## config.mk

```make
export PLATFORM = sky130hd
export DESIGN_NAME = hazard_scoreboard_flat
export DESIGN_NICKNAME = d
export VERILOG_FILES = /design/src/rtl/hazard_pkg.sv /design/src/rtl/hazard_scoreboard_if.sv /design/src/rtl/hz_mc_tracker.sv /design/src/rtl/hazard_scoreboard.sv /design/src/flat_wrapper.sv
export SDC_FILE = /design/constraint.sdc
export NUM_CORES = 1
export LEC_CHECK = 0
export CORE_MARGIN = 2
export CORE_UTILIZATION = 43
export CTS_CLUSTER_DIAMETER = 60
export DETAILED_ROUTE_END_ITERATION = 10
export GPL_TIMING_DRIVEN = 0
export HOLD_SLACK_MARGIN = 0.03
export PLACE_DENSITY = 0.77
export SETUP_SLACK_MARGIN = 0.1
export SLEW_MARGIN = 20
export SYNTH_ARGS = -nofsm -noshare
export SYNTH_HDL_FRONTEND = slang
export SYNTH_SLANG_ARGS = --single-unit
```

## constraint.sdc

```tcl
create_clock -name CLK -period 3.1 [get_ports CLK]
set_input_delay 0.62 -clock CLK [delete_from_list [all_inputs] [get_ports CLK]]
set_output_delay 0.62 -clock CLK [all_outputs]
set_load 0.02 [all_outputs]
```

## src/rtl/hazard_pkg.sv

```systemverilog
// hazard_pkg: forward-select encodings and register index type for the hazard scoreboard
package hazard_pkg;
  localparam logic [1:0] FWD_RF  = 2'b00;
  localparam logic [1:0] FWD_WB  = 2'b01;
  localparam logic [1:0] FWD_MEM = 2'b10;
  localparam int NREG_DEF = 16;
  typedef logic [$clog2(NREG_DEF)-1:0] reg_idx_t;
endpackage

```

## src/rtl/hazard_scoreboard_if.sv

```systemverilog
// hazard_scoreboard_if: datapath-side controls into and pipeline controls out of the hazard scoreboard
interface hazard_scoreboard_if #(
  parameter int NREG = 16,
  parameter int NMC  = 2,
  parameter int CNTW = 16
);
  localparam int AW = $clog2(NREG);
  logic [AW-1:0]   RA1D, RA2D, WA3D, RA1E, RA2E, WA3E, WA3M, WA3W;
  logic            RegWriteD, MemtoRegE, RegWriteE, PCSrcE;
  logic            RegWriteM, MemtoRegM, MemWriteM, cache_ready, RegWriteW, StatClr;
  logic [NMC-1:0]  MCReqD, MCStartE, MCDone;
  logic            StallF, StallD, StallE, StallM, FlushD, FlushE;
  logic [1:0]      ForwardAE, ForwardBE;
  logic [NREG-1:0] PendMask;
  logic [NMC-1:0]  MCBusy;
  logic [CNTW-1:0] StallCount;
  modport master (
    output RA1D, RA2D, WA3D, RegWriteD, MCReqD, RA1E, RA2E, WA3E, MemtoRegE, RegWriteE, PCSrcE,
           MCStartE, MCDone, WA3M, RegWriteM, MemtoRegM, MemWriteM, cache_ready, WA3W, RegWriteW, StatClr,
    input  StallF, StallD, StallE, StallM, FlushD, FlushE, ForwardAE, ForwardBE, PendMask, MCBusy, StallCount
  );
  modport slave (
    input  RA1D, RA2D, WA3D, RegWriteD, MCReqD, RA1E, RA2E, WA3E, MemtoRegE, RegWriteE, PCSrcE,
           MCStartE, MCDone, WA3M, RegWriteM, MemtoRegM, MemWriteM, cache_ready, WA3W, RegWriteW, StatClr,
    output StallF, StallD, StallE, StallM, FlushD, FlushE, ForwardAE, ForwardBE, PendMask, MCBusy, StallCount
  );
endinterface

```

## src/rtl/hz_mc_tracker.sv

```systemverilog
// hz_mc_tracker: destination tag and busy flag of one multi-cycle unit, with set/clear strobes
module hz_mc_tracker #(
  parameter int AW = 4
) (
  input  logic          clk,
  input  logic          rst_n,
  input  logic          start,
  input  logic          done,
  input  logic [AW-1:0] wa,
  output logic          busy,
  output logic          set_stb,
  output logic          clr_stb,
  output logic [AW-1:0] tag
);
  assign set_stb = start;
  assign clr_stb = done & busy;
  // a start after a same-cycle done installs the new tag; a done on an idle unit does nothing
  always_ff @(posedge clk or negedge rst_n)
    if (!rst_n) begin
      tag  <= '0;
      busy <= 1'b0;
    end else if (start) begin
      tag  <= wa;
      busy <= 1'b1;
    end else if (done) busy <= 1'b0;
endmodule

```

## src/rtl/hazard_scoreboard.sv

```systemverilog
// hazard_scoreboard: forwarding, stall/flush and multi-cycle register scoreboard; HAZARD_STALL_CNT_EN builds the stall counter
module hazard_scoreboard
  import hazard_pkg::*;
#(
  parameter int NREG = 16,
  parameter int NMC  = 2,
  parameter int CNTW = 16
) (
  input logic CLK,
  input logic RESETn,
  hazard_scoreboard_if.slave bus
);
  localparam int AW = $clog2(NREG);
  logic [NMC-1:0]  busy, set_stb, clr_stb;
  logic [AW-1:0]   tag [NMC];
  logic [NREG-1:0] pend, pend_nx, set_m, clr_m, keep_m;
  logic            ldr, mem, sb, st, stall_d;
  for (genvar i = 0; i < NMC; i++) begin : g_trk
    hz_mc_tracker #(.AW(AW)) u_trk (
      .clk(CLK), .rst_n(RESETn), .start(bus.MCStartE[i]), .done(bus.MCDone[i]), .wa(bus.WA3E),
      .busy(busy[i]), .set_stb(set_stb[i]), .clr_stb(clr_stb[i]), .tag(tag[i])
    );
  end
  // retire clears first unless another still-busy unit targets the register, then starts set
  always_comb begin
    set_m  = '0;
    clr_m  = '0;
    keep_m = '0;
    for (int i = 0; i < NMC; i++) begin
      if (busy[i] & ~clr_stb[i]) keep_m[tag[i]] = 1'b1;
      if (clr_stb[i]) clr_m[tag[i]] = 1'b1;
      if (set_stb[i]) set_m[bus.WA3E] = 1'b1;
    end
    pend_nx = (pend & ~(clr_m & ~keep_m)) | set_m;
  end
  // scoreboard register
  always_ff @(posedge CLK or negedge RESETn)
    if (!RESETn) pend <= '0;
    else pend <= pend_nx;
  // next-cycle view doubles as the stall view: write-first retire, issuing start already visible
  always_comb begin
    ldr     = (bus.RA1D == bus.WA3E | bus.RA2D == bus.WA3E) & bus.MemtoRegE & bus.RegWriteE;
    mem     = (bus.MemtoRegM | bus.MemWriteM) & ~bus.cache_ready;
    sb      = pend_nx[bus.RA1D] | pend_nx[bus.RA2D] | (pend_nx[bus.WA3D] & bus.RegWriteD);
    st      = |(bus.MCReqD & busy & ~bus.MCDone);
    stall_d = ldr | mem | sb | st;
  end
  assign bus.StallF    = stall_d;
  assign bus.StallD    = stall_d;
  assign bus.StallE    = mem;
  assign bus.StallM    = mem;
  assign bus.FlushE    = (ldr | sb | st) & ~mem;
  assign bus.FlushD    = bus.PCSrcE & ~mem;
  assign bus.ForwardAE = (bus.RA1E == bus.WA3M & bus.RegWriteM) ? FWD_MEM :
                         (bus.RA1E == bus.WA3W & bus.RegWriteW) ? FWD_WB : FWD_RF;
  assign bus.ForwardBE = (bus.RA2E == bus.WA3M & bus.RegWriteM) ? FWD_MEM :
                         (bus.RA2E == bus.WA3W & bus.RegWriteW) ? FWD_WB : FWD_RF;
  assign bus.PendMask  = pend;
  assign bus.MCBusy    = busy;
`ifdef HAZARD_STALL_CNT_EN
  logic [CNTW-1:0] cnt;
  // saturating stall-cycle counter, clear wins over increment
  always_ff @(posedge CLK or negedge RESETn)
    if (!RESETn) cnt <= '0;
    else if (bus.StatClr) cnt <= '0;
    else if (stall_d & ~&cnt) cnt <= cnt + 1'b1;
  assign bus.StallCount = cnt;
`else
  assign bus.StallCount = '0;
`endif
endmodule

```

## src/flat_wrapper.sv

```systemverilog
// flat-port wrapper written by rule: the top's interface ports become plain ports
module hazard_scoreboard_flat import hazard_pkg::*;
#(
  parameter int NREG = 16,
  parameter int NMC  = 2,
  parameter int CNTW = 16
)
  (CLK, RESETn, bus_RA1D, bus_RA2D, bus_WA3D, bus_RegWriteD, bus_MCReqD, bus_RA1E, bus_RA2E, bus_WA3E, bus_MemtoRegE, bus_RegWriteE, bus_PCSrcE, bus_MCStartE, bus_MCDone, bus_WA3M, bus_RegWriteM, bus_MemtoRegM, bus_MemWriteM, bus_cache_ready, bus_WA3W, bus_RegWriteW, bus_StatClr, bus_StallF, bus_StallD, bus_StallE, bus_StallM, bus_FlushD, bus_FlushE, bus_ForwardAE, bus_ForwardBE, bus_PendMask, bus_MCBusy, bus_StallCount);
  hazard_scoreboard_if #(.NREG(NREG), .NMC(NMC), .CNTW(CNTW)) bus_i ();
  input logic CLK;
  input logic RESETn;
  input wire logic [$bits(bus_i.RA1D)-1:0] bus_RA1D;
  input wire logic [$bits(bus_i.RA2D)-1:0] bus_RA2D;
  input wire logic [$bits(bus_i.WA3D)-1:0] bus_WA3D;
  input wire logic [$bits(bus_i.RegWriteD)-1:0] bus_RegWriteD;
  input wire logic [$bits(bus_i.MCReqD)-1:0] bus_MCReqD;
  input wire logic [$bits(bus_i.RA1E)-1:0] bus_RA1E;
  input wire logic [$bits(bus_i.RA2E)-1:0] bus_RA2E;
  input wire logic [$bits(bus_i.WA3E)-1:0] bus_WA3E;
  input wire logic [$bits(bus_i.MemtoRegE)-1:0] bus_MemtoRegE;
  input wire logic [$bits(bus_i.RegWriteE)-1:0] bus_RegWriteE;
  input wire logic [$bits(bus_i.PCSrcE)-1:0] bus_PCSrcE;
  input wire logic [$bits(bus_i.MCStartE)-1:0] bus_MCStartE;
  input wire logic [$bits(bus_i.MCDone)-1:0] bus_MCDone;
  input wire logic [$bits(bus_i.WA3M)-1:0] bus_WA3M;
  input wire logic [$bits(bus_i.RegWriteM)-1:0] bus_RegWriteM;
  input wire logic [$bits(bus_i.MemtoRegM)-1:0] bus_MemtoRegM;
  input wire logic [$bits(bus_i.MemWriteM)-1:0] bus_MemWriteM;
  input wire logic [$bits(bus_i.cache_ready)-1:0] bus_cache_ready;
  input wire logic [$bits(bus_i.WA3W)-1:0] bus_WA3W;
  input wire logic [$bits(bus_i.RegWriteW)-1:0] bus_RegWriteW;
  input wire logic [$bits(bus_i.StatClr)-1:0] bus_StatClr;
  output wire logic [$bits(bus_i.StallF)-1:0] bus_StallF;
  output wire logic [$bits(bus_i.StallD)-1:0] bus_StallD;
  output wire logic [$bits(bus_i.StallE)-1:0] bus_StallE;
  output wire logic [$bits(bus_i.StallM)-1:0] bus_StallM;
  output wire logic [$bits(bus_i.FlushD)-1:0] bus_FlushD;
  output wire logic [$bits(bus_i.FlushE)-1:0] bus_FlushE;
  output wire logic [$bits(bus_i.ForwardAE)-1:0] bus_ForwardAE;
  output wire logic [$bits(bus_i.ForwardBE)-1:0] bus_ForwardBE;
  output wire logic [$bits(bus_i.PendMask)-1:0] bus_PendMask;
  output wire logic [$bits(bus_i.MCBusy)-1:0] bus_MCBusy;
  output wire logic [$bits(bus_i.StallCount)-1:0] bus_StallCount;
  assign bus_i.RA1D = bus_RA1D;
  assign bus_i.RA2D = bus_RA2D;
  assign bus_i.WA3D = bus_WA3D;
  assign bus_i.RegWriteD = bus_RegWriteD;
  assign bus_i.MCReqD = bus_MCReqD;
  assign bus_i.RA1E = bus_RA1E;
  assign bus_i.RA2E = bus_RA2E;
  assign bus_i.WA3E = bus_WA3E;
  assign bus_i.MemtoRegE = bus_MemtoRegE;
  assign bus_i.RegWriteE = bus_RegWriteE;
  assign bus_i.PCSrcE = bus_PCSrcE;
  assign bus_i.MCStartE = bus_MCStartE;
  assign bus_i.MCDone = bus_MCDone;
  assign bus_i.WA3M = bus_WA3M;
  assign bus_i.RegWriteM = bus_RegWriteM;
  assign bus_i.MemtoRegM = bus_MemtoRegM;
  assign bus_i.MemWriteM = bus_MemWriteM;
  assign bus_i.cache_ready = bus_cache_ready;
  assign bus_i.WA3W = bus_WA3W;
  assign bus_i.RegWriteW = bus_RegWriteW;
  assign bus_i.StatClr = bus_StatClr;
  assign bus_StallF = bus_i.StallF;
  assign bus_StallD = bus_i.StallD;
  assign bus_StallE = bus_i.StallE;
  assign bus_StallM = bus_i.StallM;
  assign bus_FlushD = bus_i.FlushD;
  assign bus_FlushE = bus_i.FlushE;
  assign bus_ForwardAE = bus_i.ForwardAE;
  assign bus_ForwardBE = bus_i.ForwardBE;
  assign bus_PendMask = bus_i.PendMask;
  assign bus_MCBusy = bus_i.MCBusy;
  assign bus_StallCount = bus_i.StallCount;
  hazard_scoreboard #(.NREG(NREG), .NMC(NMC), .CNTW(CNTW)) u_core (.CLK(CLK), .RESETn(RESETn), .bus(bus_i));
endmodule
```

### After elaboration in Yosys (flattened, before gate mapping)

Index checks and enable logic that the tools add are counted.
W data, S select, Z words.

* flip-flop bits (word level): 26
* input bits: 50
* output and inout port bits: 44
* word-level logic and storage cells: 90

* magnitude comparators: 9
* eq/ne operators: 6
* mux-type cells: 26
* bitwise operators: 38
* reductions and logical operators: 6

Operators with widths (count)
* $mux W16: 6
* $or A16 B16 Y16: 4
* $and A16 B16 Y16: 2
* $not A16 Y16: 2
* $lt A4 B5 Y1 const B: 6
* $eq A4 B4 Y1: 6
* $and A1 B1 Y1: 14
* $bmux W1 S4: 3
* $demux W1 S4: 3
* $ge A4 B1 Y1 const B: 3
* $mux W1: 12
* $or A1 B1 Y1: 9
* $and A2 B2 Y2: 2
* $mux W2: 2
* $not A1 Y1: 4
* $reduce_bool A2 Y1: 2
* $logic_and A1 B1 Y1: 3
* $not A2 Y2: 1
* $reduce_or A2 Y1: 1

### Longest topological paths before layout

* depth in word-level cells: 19
* mapped depth: 10
* depth with buffers taken out: 8

### By module

A second synthesis with hierarchy kept.

* cell total of the unflattened synthesis: 324
* area, all modules: 2740.1 um^2

Modules (own cells, without submodules)
* hazard_scoreboard: times used 1, cells each 298, area an instance 2347.3 um^2, seq. area each 400.4 um^2
* hz_mc_tracker: times used 2, cells each 13, area an instance 196.4 um^2, seq. area each 125.1 um^2

### Worst setup path after synthesis

Ideal clock, no wire load.

* path kind: input to output
* start point: in bus_MCStartE[0]
* end point: out bus_StallF
* arrival: 2624 ps
* data required time: 2480 ps
* path slack: -144 ps
* stages: 10
* path buffers: 2
* cell sequence: clkbuf_1 -> o21bai_2 -> or2_2 -> or3_2 -> a21boi_0 -> nor4_2 -> nand4_1 -> nor4_2 -> o21ai_1 -> buf_4

* cells in the longest elaborated chain, start to end: 10
* elaborated cells between the ends (all ways): 15
* those cells by class: mux (8); bitwise (7)

RTL lines
* from (decl): RTL line flat_wrapper.sv:23 `input wire logic [$bits(bus_i.MCStartE)-1:0] bus_MCStartE;`
* $mux W16 *: RTL line hazard_scoreboard.sv:32 `if (set_stb[i]) set_m[bus.WA3E] = 1'b1;`
* $or A16 B16 Y16 (no source line)
* $mux W16 *: RTL line hazard_scoreboard.sv:32
* $or A16 B16 Y16 *: RTL line hazard_scoreboard.sv:34 `pend_nx = (pend & ~(clr_m & ~keep_m)) | set_m;`
* $bmux W1 S4: RTL line hazard_scoreboard.sv:44 `sb = pend_nx[bus.RA1D] | pend_nx[bus.RA2D] | (pend_nx[bus.WA3D] & bus.RegWriteD);`
* $mux W1 (implied by the code): RTL line hazard_scoreboard.sv:44
* $or A1 B1 Y1 / $and A1 B1 Y1 (equally long branches): RTL line hazard_scoreboard.sv:44
* $or A1 B1 Y1 *: RTL line hazard_scoreboard.sv:44
* $or A1 B1 Y1 * (2 in series): RTL line hazard_scoreboard.sv:46 `stall_d = ldr | mem | sb | st;`
* to (decl): RTL line flat_wrapper.sv:33 `output wire logic [$bits(bus_i.StallF)-1:0] bus_StallF;`

Mark *: on every way between the ends. The rest lies on a longest branch, timed or not. The select of a mux whose other input is x is not followed.

### Worst setup path after layout

* start point: in bus_RA2D[0]
* end point: out bus_StallF

* cells in the longest elaborated chain, start to end: 7
* elaborated cells between the ends (all ways): 11
* those cells by class: eq/ne (1); mux (2); bitwise (8)

RTL lines
* from (decl): RTL line flat_wrapper.sv:13 `input wire logic [$bits(bus_i.RA2D)-1:0] bus_RA2D;`
* branches (longest 5 deep; another with $bmux W1 S4)
* $or A1 B1 Y1 * (2 in series): RTL line hazard_scoreboard.sv:46

Mark *: on every way between the ends. The select of a mux whose other input is x is not followed.

==> impl_results.md <==
* Data arrival, critical path at 2.95 ns
* Asr flop ratio synth at 100.0%
* Power, Total at 1.865 mW
* First-pass GRT wire length at 16.01 mm
* N_diodes at 0
* CORE AREA at ~6700 um2
* Synth area leader: dfrtp_1
* Global-route usage over all layers at 27.22%
* Final wirelength at 10.78 mm
* Final min period at 3.570 ns
* Nature of the critical path endpoint: output port
* Peak Freq at 0.2801 GHz
* Max-Cap Viols at 0
* Final Max Slew Viols at 0
* Status: finished, violations left
* First drt pass iteration count at 5
* GRT met2 Usage at 43.93%
* Layout cells sized above 1 at 33.33%
* CTS tree: built
* NumNets Final at 513
* DIE WIDTH at between 80 and 90 um
* DP Wirelength at ~8.1 mm
* Top cells by area, synth: dfrtp_1 22%, xor2_1 5.9%, buf_4 5.8%, o211ai_1 5.8%, clkbuf_8 5.1%
* Top post-synthesis cells by count: 26 x dfrtp_1, 23 x buf_4, 23 x o211ai_1
* Clock Path Buffers at 2
* Die Y at approximately 87 um
* Largest net degree at the start of global routing at 27
* Min-Delay Path Class: primary input to asynchronous set/reset pin
* M3 GR Usage at 2.844%
* Routed Antenna Nets at 0
* Top cell type's share of synthesized area at 22.00%
* Hold-fix buffers, CTS at 0
* VDD IR max at between 0.15 and 0.2 mV
* Initial core utilization at 44.02%
* Port Buffers at 70
* Violated checks: setup timing
* Final Hold Viols at 0
* Vias per cell at 6.107
* Ys Warns at 0
* Initial antenna violation count at 0
* Worst Path Required at 2.48 ns
* WS Path Type: primary input to output port
* Synth unique cells at 66
* Final WS setup at -0.4703 ns
* CTS root buf: clkbuf_8
* Critical Path Start Type: primary input
* Via count of the first global-routing pass at 3071
* PD cells at around 420 nW/um2
* DR WL/cell at around 20 um
* Worst Tran Pin Value at 0.6287 ns
* Clock sinks at 26
* RD Place Congestion at 0.9507
* Overflow after GRT at 0
* Rows at 30
* Grt peak-use layer: met2
* Non-filler cells, final at ~540
* Synth-to-layout area growth at 49.62%
* Slew headroom at between 50% and 60%
* Residual DRC count at 0
* Met1 usage at 37.31%
* EDFF count, synth at 0
* Gate Count Post-Synth at 346
* Placed insts at 511
* H-tree depth at 1
* Final worst clock skew at 0.006624 ns
* 1st-iter DRT viols at 413
* Unrepaired setup endpoints after global routing: true
* Synth Register Bits at 26
* Synthesized area per cell at 8.549 um2
* Clock transition at path regs at 0.10 ns
* Worst-path fanout max at 10
* Fin crit share at 115.2%
* Main synth FF type: dfrtp_1
* Share of the yosys chip area belonging to registers at 22.00%
* Full die area at 7558 um2
* Area occupied by multi-input gates at 2232 um2
* FF+latch area at 656.9 um2
* Worst-Skew Late Latency at 0.28 ns
* Ports at 94
* Synth Cell Area at 2958 um2
* Fill cells at 572
* Routed vias at 3310
* Leak Pwr at 1.762 nW
* TritonCTS buffer count at 3
* Final setup violation count at 3
* Most frequent cell after synthesis: dfrtp_1
-- registers in the layout, summed over array words and instances, names as in the netlist --
| name | cells |
|---|---|
| u_core.bus.PendMask | 16 |
| u_core.g_trk.u_trk.tag | 8 |
| u_core.g_trk.u_trk.busy | 2 |
-- worst max-delay path, cell delays in order --
cell	delay (ns)
clkdlybuf4s50_1	0.51
buf_8	0.14
xor2_1	0.15
nor4_1	0.07
o211ai_1	0.21
o2111ai_1	0.15
nor4_2	0.17
nand4_1	0.24
nor4_4	0.34
o21ai_2	0.10
buf_6	0.12
buf_6	0.12
-- layout by cell type (no fill, tap or decap), types with 7 or more instances in the layout --
cell,Yosys,final
a21oi_1,11,9
buf_4,23,46
buf_6,1,7
clkbuf_8,11,12
clkdlybuf4s50_1,0,55
conb_1,1,16
dfrtp_1,26,21
inv_1,15,14
mux2_2,8,8
nand2_1,21,20
nand2b_1,8,7
nand3_1,15,15
nor2_1,21,18
nor3_1,9,9
o211ai_1,23,23
xor2_1,20,20
-- final timing paths --
kind / depth (start not counted) / startpoint / end / slack (ns)
max: 12 / bus_RA2D[0] / bus_StallF / -0.47
min: 1 / RESETn / u_core.bus.PendMask[2] / 0.35
max reg2reg: 6 / u_core.g_trk[1].u_trk.tag[2] / u_core.bus.PendMask[9] / 1.13
min reg2reg: 1 / u_core.g_trk[1].u_trk.tag[3] / u_core.g_trk[1].u_trk.tag[3] / 0.62
max in group asynchronous: 1 / RESETn / u_core.g_trk[1].u_trk.tag[2] / 2.30
min in group CLK: 2 / bus_MCStartE[1] / u_core.g_trk[1].u_trk.busy / 0.61
-- per-stage QoR --
| step | setup WS [ns] | setup TNS, ns | instance area [um2] | utilization, % | hold WS [ns] |
|---|---|---|---|---|---|
| after floorplan | 0.03452 | 0 | 3069 | - | 0.3244 |
| after global routing | -0.5425 | -1.485 | 4425 | 65.87 | 0.3858 |
| after global placement | -1.437 | -4.047 | 3870 | 57.60 | 0.6133 |
| final | -0.4703 | -1.219 | 4425 | 65.87 | 0.3471 |
| after detailed placement | -1.423 | -4.009 | 3865 | 57.52 | 0.6084 |
| after CTS | -0.4144 | -1.054 | 4218 | 62.77 | 0.3632 |
-- final cells by class --
type                            count  share of cell area (%)
Buffer                             40                   9.245
Clock buffer                        3                  0.9330
Clock inverter                      1                  0.6785
Inverter                           16                   1.470
Multi-Input combinational cell    279                   50.44
Sequential cell                    26                   14.84
Tap cell                           80                   2.262
Timing Repair Buffer               97                   20.13
-- cells by family (layout without fill, tap and decap cells) --
family	Yosys count	after routing	synth area share, %
AND/OR/NAND/NOR	139	139	29.27
flip-flops	26	26	22.00
other	1	16	0.1268
XOR/XNOR	24	24	7.107
AO/OA/AOI/OAI	88	88	23.01
buffers and inverters	56	157	14.09
multiplexers	12	12	4.399
-- layer usage --
metal | up-vias | share of wire, % | routed length [um]
li1 | 1521 | - | -
met4 | 0 | 3.4 | 368
met1 | 1564 | 40 | 4348
met5 | - | 0 | 0
met2 | 184 | 48 | 5195
met3 | 41 | 8.0 | 866
-- power breakdown --
| group | internal, mW | total, mW | switching, mW |
|---|---|---|---|
| clock network | 0.173 | 0.290 | 0.117 |
| registers | 0.422 | 0.517 | 0.0949 |
| logic | 0.499 | 1.06 | 0.559 |
| total | 1.09 | 1.86 | 0.771 |
-- timing repair --
item | 4_1_cts | 5_1_grt
setup buffers | 18 | 8
gates cloned | 0 | 1
endpoints found under the hold margin | 0 | 0
resized for setup | 63 | 41
pin swaps | 19 | 18
setup endpoints to repair | 3 | 6
Note: power is estimated with default switching activity, not from simulation.
==> edit, RTL diff (same settings) <==
`NREG` is set to 16 in 3 places; all go to 32.
--- a/src/rtl/hazard_scoreboard_if.sv
+++ b/src/rtl/hazard_scoreboard_if.sv
@@ -1,5 +1,5 @@
 // hazard_scoreboard_if: datapath-side controls into and pipeline controls out of the hazard scoreboard
 interface hazard_scoreboard_if #(
-  parameter int NREG = 16,
+  parameter int NREG = 32,
   parameter int NMC  = 2,
   parameter int CNTW = 16
--- a/src/rtl/hazard_scoreboard.sv
+++ b/src/rtl/hazard_scoreboard.sv
@@ -3,5 +3,5 @@
   import hazard_pkg::*;
 #(
-  parameter int NREG = 16,
+  parameter int NREG = 32,
   parameter int NMC  = 2,
   parameter int CNTW = 16
--- a/src/flat_wrapper.sv
+++ b/src/flat_wrapper.sv
@@ -2,5 +2,5 @@
 module hazard_scoreboard_flat import hazard_pkg::*;
 #(
-  parameter int NREG = 16,
+  parameter int NREG = 32,
   parameter int NMC  = 2,
   parameter int CNTW = 16
Ports: changed (9 resized); port bits go from 94 to 118. The function was not compared with the original's and may differ.
==> edit against the original RTL <==
- the run still ends with setup timing left
- sequential power up 71%
- total power up 80%
- global-route usage up 7.6 points
- setup slack got worse by 0.49 ns
- first-iteration DRC count increased by 35%
- cell area increased by 61%
- routed wire length grew 97%
- synthesized area is 63% higher
- sequential cell count up 18
- critical endpoint unchanged
- highest routed layer unchanged
==> edit: results (changes against the original RTL) <==
* Mux share of post-synthesis cell area at 9.03% (+4.6 points)
* Nets at 812 (+58%)
* DPL Wire Length at 14,600 um (+81%)
* GP Congestion at 0.973 (+2.3%)
* Total track usage at 34.8% (+7.6 points)
* Setup ws final at -0.964 ns (-0.494 ns)
* CP startpoint: u_core.g_trk[1].u_trk.tag[0]
* Skew-Pair Late Insertion Delay at 0.33 ns (+0.05 ns)
* Vias in the first global route at 5,623 (+83%)
* Failing checks: setup timing
* Fraction of synthesized cell area in xor and xnor cells at 5.44% (-1.7 points)
* Library cells used by synthesis at 85 (+29%)
* Fill cell count at 926 (+62%)
* Max Clock Skew at 0.0167 ns (+0.0101 ns)
* Maximum vdd drop at 0.268 mV (+50%)
* Grt met1 use at 42.8% (+5.5 points)
* Status: complete, but fails checks
* CTS resizes at 137 (+120%)
* GRT met3 Usage at 8.11% (+5.3 points)
* Share of cells above drive strength 1 at 32.2% (-1.1 points)
* Largest net degree at the start of global routing at 30 (+11%)
* Synth top area cells: dfrtp_1 23%, o211ai_1 5.7%, mux4_2 5.6%, o31ai_1 4.2%, nand2_1 3.3%
* Fin cells at 894 (+65%)
* Syn Inst Count at 582 (+68%)
* First-pass GRT wire length at 31,200 um (+95%)
* Final setup vio count at 3 (unchanged)
* Slew margin rel. at 56.0% (-2.1 points)
* Placed inst area at 6070 sq um (+57%)
* Largest delay share family, worst path: simple AND/OR/NAND/NOR gates
* Initial DRC Count at 558 (+35%)
* # Post-CTS Setup Buffers at 35 (+17)
* Compound-Gate Fraction of Synth Area at 27.3% (+4.2 points)
* Largest register FFs at 32 (+16)
* Slowest CP cell: dfrtp_2
* Pre-CTS setup slack at -2.05 ns (-0.628 ns)
* Worst path max stage delay at 0.45 ns (-0.06 ns)
-- edit: cell types whose count changed after synthesis, moves of 12 or more --
cell	unedited run	this run
clkbuf_1	3	33
o31ai_1	1	27
nand2_1	21	42
a21oi_1	11	31
buf_2	2	20
dfrtp_1	26	44
o211ai_1	23	37
mux4_2	0	12
-- edit: metal layers --
metal  wire, um  part of all wire [%]  vias up
li1           -                     -     2522
met1       7790                    37     2768
met2       9800                    46      451
met3       2650                    12       83
met4        976                   4.6        0
met5          0                     0        -
-- edit: path summary, 6_finish.rpt --
kind | end | slack [ns] | depth (start not counted)
max in group asynchronous | u_core.g_trk[1].u_trk.tag[3] | 2.33 | 2
min in group CLK | u_core.bus.PendMask[16] | 0.60 | 2
worst max register to register | u_core.bus.PendMask[29] | 1.03 | 7
worst min register to register | u_core.bus.PendMask[16] | 0.60 | 2
worst min-delay path | u_core.bus.PendMask[13] | 0.22 | 1
worst max-delay path | bus_StallF | -0.96 | 12
-- edit: report_power, final --
| group | total (uW) | internal, uW | switching (uW) |
|---|---|---|---|
| sequential | 882 | 745 | 138 |
| combinational | 2100 | 977 | 1120 |
| clock | 382 | 154 | 228 |
| total | 3360 | 1880 | 1490 |
-- edit: final cells by class --
cell class / count / area [sq um] / share of cell area [%]
buffer: 77 / 568 / 7.98
clock buffer: 6 / 72.6 / 1.02
clock inverter: 1 / 5.00 / 0.0703
inverter: 24 / 90.1 / 1.27
multi-input combinational: 452 / 3710 / 52.2
sequential: 44 / 1110 / 15.6
tap: 140 / 175 / 2.46
timing repair buffer: 150 / 1380 / 19.4
-- edit: logic make-up after synthesis --
family / after synthesis
mux: 27
buf+inv: 101
simple gates: 197
xor+xnor: 30
compound gates: 182
flops: 44
other cells: 1
